**config.mk**
```make
export PLATFORM = sky130hd
export DESIGN_NAME = fetch_sequencer
export DESIGN_NICKNAME = d
export VERILOG_FILES = /design/src/rtl/riscv_pkg.sv /design/src/rtl/fetch_queue.sv /design/src/rtl/fetch_sequencer.sv
export SDC_FILE = /design/constraint.sdc
export NUM_CORES = 1
export LEC_CHECK = 0
export ABC_CLOCK_PERIOD_IN_PS = 31000
export BUFFER_PORTS_ARGS = -buffer_cell sky130_fd_sc_hd__buf_4
export CORE_MARGIN = 2
export CORE_UTILIZATION = 47
export CTS_CLUSTER_DIAMETER = 120
export DETAILED_ROUTE_END_ITERATION = 12
export HOLD_SLACK_MARGIN = 0.1
export PLACE_DENSITY = 0.73
export SYNTH_ARGS = -nofsm -noshare
export SYNTH_HDL_FRONTEND = slang
export SYNTH_SLANG_ARGS = --single-unit
```
**constraint.sdc**
```tcl
create_clock -name clk -period 31 [get_ports clk]
set_clock_uncertainty 0.1 [all_clocks]
set_input_delay 3.1 -clock clk [delete_from_list [all_inputs] [get_ports clk]]
set_output_delay 3.1 -clock clk [all_outputs]
set_load 0.02 [all_outputs]
```
**src/rtl/riscv_pkg.sv**
```systemverilog
// Shared constants and helpers for the fetch front end.
//   XLEN      : address / instruction width
//   RESET_PC  : PC loaded on reset
//   NOP_INSTR : value shown on an invalid slot (addi x0,x0,0)
//   PC_STEP   : byte increment between consecutive instruction words
package riscv_pkg;

  localparam int          XLEN      = 32;
  localparam logic [31:0] RESET_PC  = 32'h0000_1000;
  localparam logic [31:0] NOP_INSTR = 32'h0000_0013;
  localparam logic [31:0] PC_STEP   = 32'd4;

  typedef enum logic [1:0] {
    TAKE_NONE = 2'd0,
    TAKE_ONE  = 2'd1,
    TAKE_TWO  = 2'd2
  } take_t;

  // Decode may request 3 but the front end only has two slots.
  function automatic take_t sat_take(input logic [1:0] req);
    return (req == 2'd3) ? TAKE_TWO : take_t'(req);
  endfunction

endpackage

```
**src/rtl/fetch_queue.sv**
```systemverilog
// Circular instruction buffer: one write port, two combinational read ports
// at head and head+1, pops 0..2 entries per cycle, synchronous flush.
//   clk, rst_n      : clock, synchronous active-low reset
//   flush           : empty the queue this edge (overrides push/pop)
//   push            : write {push_instr, push_pc} at tail
//   pop_cnt         : entries removed from head (caller limits to count)
//   count           : occupancy 0..DEPTH
//   valid           : bit0 head valid, bit1 head+1 valid
//   head0_*/head1_* : raw entry contents at head and head+1
module fetch_queue
  import riscv_pkg::*;
#(
  parameter int DEPTH = 4,
  parameter int W     = 32,
  localparam int PW   = $clog2(DEPTH),
  localparam int CW   = PW + 1
) (
  input  logic          clk,
  input  logic          rst_n,
  input  logic          flush,
  input  logic          push,
  input  logic [W-1:0]  push_instr,
  input  logic [W-1:0]  push_pc,
  input  logic [1:0]    pop_cnt,
  output logic [CW-1:0] count,
  output logic [1:0]    valid,
  output logic [W-1:0]  head0_instr,
  output logic [W-1:0]  head0_pc,
  output logic [W-1:0]  head1_instr,
  output logic [W-1:0]  head1_pc
);

  logic [W-1:0]  mem_instr [DEPTH];
  logic [W-1:0]  mem_pc    [DEPTH];
  logic [PW-1:0] head;
  logic [PW-1:0] tail;
  logic [PW-1:0] head_p1;

  // Storage carries no reset; the top masks invalid slots.
  always_ff @(posedge clk) begin
    if (push && !flush) begin
      mem_instr[tail] <= push_instr;
      mem_pc[tail]    <= push_pc;
    end
  end

  always_ff @(posedge clk) begin
    if (!rst_n || flush) begin
      head  <= '0;
      tail  <= '0;
      count <= '0;
    end else begin
      // PW-bit truncation makes a pop of 2 wrap correctly even for DEPTH=2.
      head  <= head + PW'(pop_cnt);
      tail  <= tail + PW'(push);
      count <= count - CW'(pop_cnt) + CW'(push);
    end
  end

  assign head_p1     = head + PW'(1);
  assign valid[0]    = (count != '0);
  assign valid[1]    = (count > CW'(1));
  assign head0_instr = mem_instr[head];
  assign head0_pc    = mem_pc[head];
  assign head1_instr = mem_instr[head_p1];
  assign head1_pc    = mem_pc[head_p1];

endmodule

```
**src/rtl/fetch_sequencer.sv**
```systemverilog
// Front-end fetch controller: owns the PC, addresses the combinational
// instruction ROM, queues fetched words and presents up to two in-order
// instructions to decode. A redirect flushes the queue and reloads the PC.
//   clk, rst_n        : clock, synchronous active-low reset
//   imem_addr         : ROM byte address (= PC)
//   imem_rdata        : ROM word for imem_addr, same cycle
//   redirect_valid/pc : taken branch/jump from execute
//   slot_valid        : bit0 slot0 valid, bit1 slot1 valid
//   slot0_*/slot1_*   : oldest / second-oldest queued instruction and PC
//   dec_take          : instructions decode consumes this cycle (3 acts as 2)
//   fq_count          : queue occupancy
module fetch_sequencer
  import riscv_pkg::*;
#(
  parameter logic [31:0] RESET_PC = riscv_pkg::RESET_PC,
  parameter int          FQ_DEPTH = 4,
  parameter int          XLEN     = riscv_pkg::XLEN,
  localparam int         CW       = $clog2(FQ_DEPTH) + 1
) (
  input  logic            clk,
  input  logic            rst_n,
  output logic [XLEN-1:0] imem_addr,
  input  logic [XLEN-1:0] imem_rdata,
  input  logic            redirect_valid,
  input  logic [XLEN-1:0] redirect_pc,
  output logic [1:0]      slot_valid,
  output logic [XLEN-1:0] slot0_instr,
  output logic [XLEN-1:0] slot0_pc,
  output logic [XLEN-1:0] slot1_instr,
  output logic [XLEN-1:0] slot1_pc,
  input  logic [1:0]      dec_take,
  output logic [CW-1:0]   fq_count
);

  logic [XLEN-1:0] pc;
  take_t           take_req;
  logic [1:0]      take_eff;
  logic [1:0]      pop_cnt;
  logic            fetch_en;
  logic [1:0]      q_valid;
  logic [XLEN-1:0] h0_instr, h0_pc, h1_instr, h1_pc;

  // Never pop more than is queued.
  assign take_req = sat_take(dec_take);
  assign take_eff = (CW'(take_req) > fq_count) ? fq_count[1:0] : 2'(take_req);
  assign pop_cnt  = redirect_valid ? 2'd0 : take_eff;

  // Room is judged after this cycle's pops, so a full queue still fetches
  // while decode drains it.
  assign fetch_en = !redirect_valid && ((fq_count - CW'(take_eff)) < CW'(FQ_DEPTH));

  always_ff @(posedge clk) begin
    if (!rst_n)
      pc <= XLEN'(RESET_PC);
    else if (redirect_valid)
      pc <= {redirect_pc[XLEN-1:2], 2'b00};
    else if (fetch_en)
      pc <= pc + XLEN'(PC_STEP);
  end

  assign imem_addr = pc;

  fetch_queue #(
    .DEPTH (FQ_DEPTH),
    .W     (XLEN)
  ) u_fq (
    .clk         (clk),
    .rst_n       (rst_n),
    .flush       (redirect_valid),
    .push        (fetch_en),
    .push_instr  (imem_rdata),
    .push_pc     (pc),
    .pop_cnt     (pop_cnt),
    .count       (fq_count),
    .valid       (q_valid),
    .head0_instr (h0_instr),
    .head0_pc    (h0_pc),
    .head1_instr (h1_instr),
    .head1_pc    (h1_pc)
  );

  // Invalid slots show NOP/0 so unwritten storage never leaks X.
  assign slot_valid  = q_valid;
  assign slot0_instr = q_valid[0] ? h0_instr : XLEN'(NOP_INSTR);
  assign slot0_pc    = q_valid[0] ? h0_pc    : '0;
  assign slot1_instr = q_valid[1] ? h1_instr : XLEN'(NOP_INSTR);
  assign slot1_pc    = q_valid[1] ? h1_pc    : '0;

endmodule
```
==> impl_metrics.yaml <==
logic_synthesis:
  synth-seq-area-share: 0.604
  synth_top_area_cell: "edfxtp_1"
  synth_area_leaders: "edfxtp_1, mux4_2, dfxtp_1"
  synth.distinct_cells: 47
  syn_area_um2: 13600
  synth-seq-cells: 285
  syn_inst: 824
  synth_top_area_share: 0.549
  syn_area_per_cell_um2: 16.5
  ys_warn_count: 0
min_path:
  worstHoldStart: "imem_addr[28]"
  hold_end: "u_fq.mem_pc[3][28]"
  hold_depth: 0
  worstHoldPathType: "reg -> reg"
layout:
  antennaDiodeCount: 0
  area_growth_syn_to_layout_pct: 21.6
  nNetsFinal: 1113
  layout-drive-gt1-share: 0.396
  seq_area_um2: 8200
  fillers: 2216
  multi_input_comb_area_um2: 5070
timing:
  finalSetupViolations: 0
  fmax_ghz: 0.148
  grt_setup_unrepaired: "no"
  timing.slew.headroom: 0.287
  finalHoldViolations: 0
  slew_violations: 0
  worst_pin_slew_ps: 1070
  tns_ps: 0
  fin_crit_ps: 6730
  fin_crit_sh: 0.217
drt:
  wl_met3_um: 2030
  met1_length_um: 12600
  vias_per_cell: 5.77
  top_layer_used: "met4"
  ant_nets: 0
  wirelength_um: 30000
  dr.pass1.iters: 5
  drtIter0Drc: 706
  wl_per_cell_um: 20.8
  route.met2.wl_um: 14900
  drc: 0
  vias: 8302
global_route:
  grt_pass1_wl_um: 46500
  antenna_found_initial: 0
  grt_max_degree: 81
  grt_overflow: 0
  grt_pass1_vias: 8278
  grt_usage: 0.196
pwr:
  power.density_nw_per_um2: 67.3
  leakage_nw: 5.68
  totalPowerFinal_w: 0.00111
  ir_worst_vdd_v: 0.0000393
floorplan:
  die_w_um: 174
  dieHeight_um: 174
  dieArea_um2: 30200
  rows: 62
  pin_count: 234
  core-area_um2: 28500
  initial_core_util: 0.475
setup_path:
  slowest_stage: "and3_4"
  crit_buf_inv: 2
  r2r_cells: 12
  crit_family: "simple AND/OR/NAND/NOR gates"
  crit_path_end_kind: "flop"
  max_stage_delay_ps: 860
  cp.arrival_ps: 6790
  rrSetupSlack_ps: 26510
  start_kind: "input port"
  crit_type: "in -> reg"
  r2r-start: "u_fq.count[1]"
  r2r-end: "u_fq.mem_pc[3][17]"
  critPathMaxFanout: 62
  crit_path_cell_trace: "buf_4, nand2b_1, ha_1, a21oi_1, o21ai_1, buf_4, mux2i_1, ha_1, o21ai_0, o21ai_2, a21o_1, nor2_1, and3_4"
  required_ps: 31060
flow_run:
  maxCapViolCount: 0
clocking:
  cts_setup_buffers: 0
  clock_path_buffers: 3
  clock_latency_ps: 540
  cts_buffers: 30
  tritoncts: "built"
  clock-root-buffer: "clkbuf_16"
  ctsResizeCount: 0
  cts-htree-levels: 1
  path_clk_slew_ps: 60
  cts_hold_buffers: 0
  clock-sinks: 285
run_status:
  status: "finished, final reports clean"
placed_design:
  gp_congestion: 0.784
  port_buffers: 225
  dp_hpwl_um: 19000
[sequential cells by signal, summed over array words and instances (netlist names)]
| name | cells |
|---|---|
| u_fq.count | 3 |
| imem_addr | 30 |
| u_fq.mem_pc | 120 |
| u_fq.mem_instr | 128 |
| u_fq.tail | 2 |
| u_fq.head | 2 |
[logic make-up (layout without fill, tap and decap cells)]
logic type	count (synthesis)	in the layout	synth area share
compound gates	89	89	0.0420
xor+xnor	18	18	0.0116
fa+ha+maj	10	10	0.00978
buf+inv	81	308	0.0261
flops	285	285	0.604
mux	128	128	0.209
other cells	1	6	0.000276
simple gates	212	212	0.0977
[routing by layer]
| layer | vias up | global-route usage |
|---|---|---|
| met3 | 41 | 0.0285 |
| li1 | 3707 | - |
| met1 | 4191 | 0.277 |
| met2 | 363 | 0.328 |
| met4 | 0 | 0.0410 |
| met5 | - | 0 |
[cells in the final DEF, fill, tap and decap left out, types with 12 or more instances in the layout]
cell       synthesis  layout
nand3_1           13      13
clkinv_1           0      12
o21ai_0           26      26
mux4_2           124     124
clkbuf_16          0      31
nor2b_1           61      61
dfxtp_1           37      35
xnor2_1           17      17
and2_1            67      67
edfxtp_1         248     248
buf_4              6     238
a31oi_1           12      12
nand2_1           12      12
a21oi_1           19      19
inv_1             16      15
[worst max path at each step]
stage	from	endpoint	slack, ps	depth (start not counted)
global route	dec_take[1]	u_fq.mem_instr[3][20]	24050	13
global placement	dec_take[1]	u_fq.mem_instr[3][26]	23760	13
finish	dec_take[1]	u_fq.mem_pc[3][17]	24270	13
detailed placement	dec_take[1]	u_fq.mem_instr[3][22]	23710	13
floorplan	dec_take[1]	u_fq.mem_instr[1][0]	18360	12
CTS	dec_take[1]	u_fq.mem_instr[3][20]	24300	13
[synth_stat cells (all sizes together)]
library cell    n
a2111oi         9
and4           10
o211ai          1
fa              1
o21a            1
edfxtp        248
ha              9
mux2i           4
a21oi          19
nand2b          6
nor4            3
a21boi          1
nor3            3
nand4           4
o21ai          28
mux4          124
inv            16
nor4b           4
or3             3
nor2            9
a211o           1
or4             5
and2           67
conb            1
xnor2          17
clkbuf         34
a21o            1
o31ai           6
nand2          12
a31oi          12
and3            5
xor2            1
dfxtp          37
nor2b          61
nand3          13
or2             7
a211oi          5
o311a           5
buf            31
[power breakdown]
part | internal [W] | switching (W) | total, W | leakage [nW]
clock | 0.000188 | 0.000137 | 0.000326 | 0.441
sequential | 0.000453 | 0.0000246 | 0.000478 | 2.58
combinational | 0.000137 | 0.000169 | 0.000306 | 2.65
[stage by stage]
stage	area, um2	worst slack (ps)	hold WS, ps	cells	util
after floorplan	13600	18360	424	829	-
after global placement	15600	23760	467	1386	0.546
after detailed placement	15600	23710	479	1386	0.546
after CTS	16500	24300	485	1440	0.578
after global routing	16500	24050	498	1440	0.578
final	16500	24270	479	1440	0.578
[final cells by class]
class                      count  area share
sequential                   285       0.497
multi-input combinational    463       0.307
timing repair buffer         238       0.108
clock buffer                  36      0.0482
tap                          384      0.0291
clock inverter                18     0.00630
inverter                      16     0.00364
(Power assumes the default switching activity.)
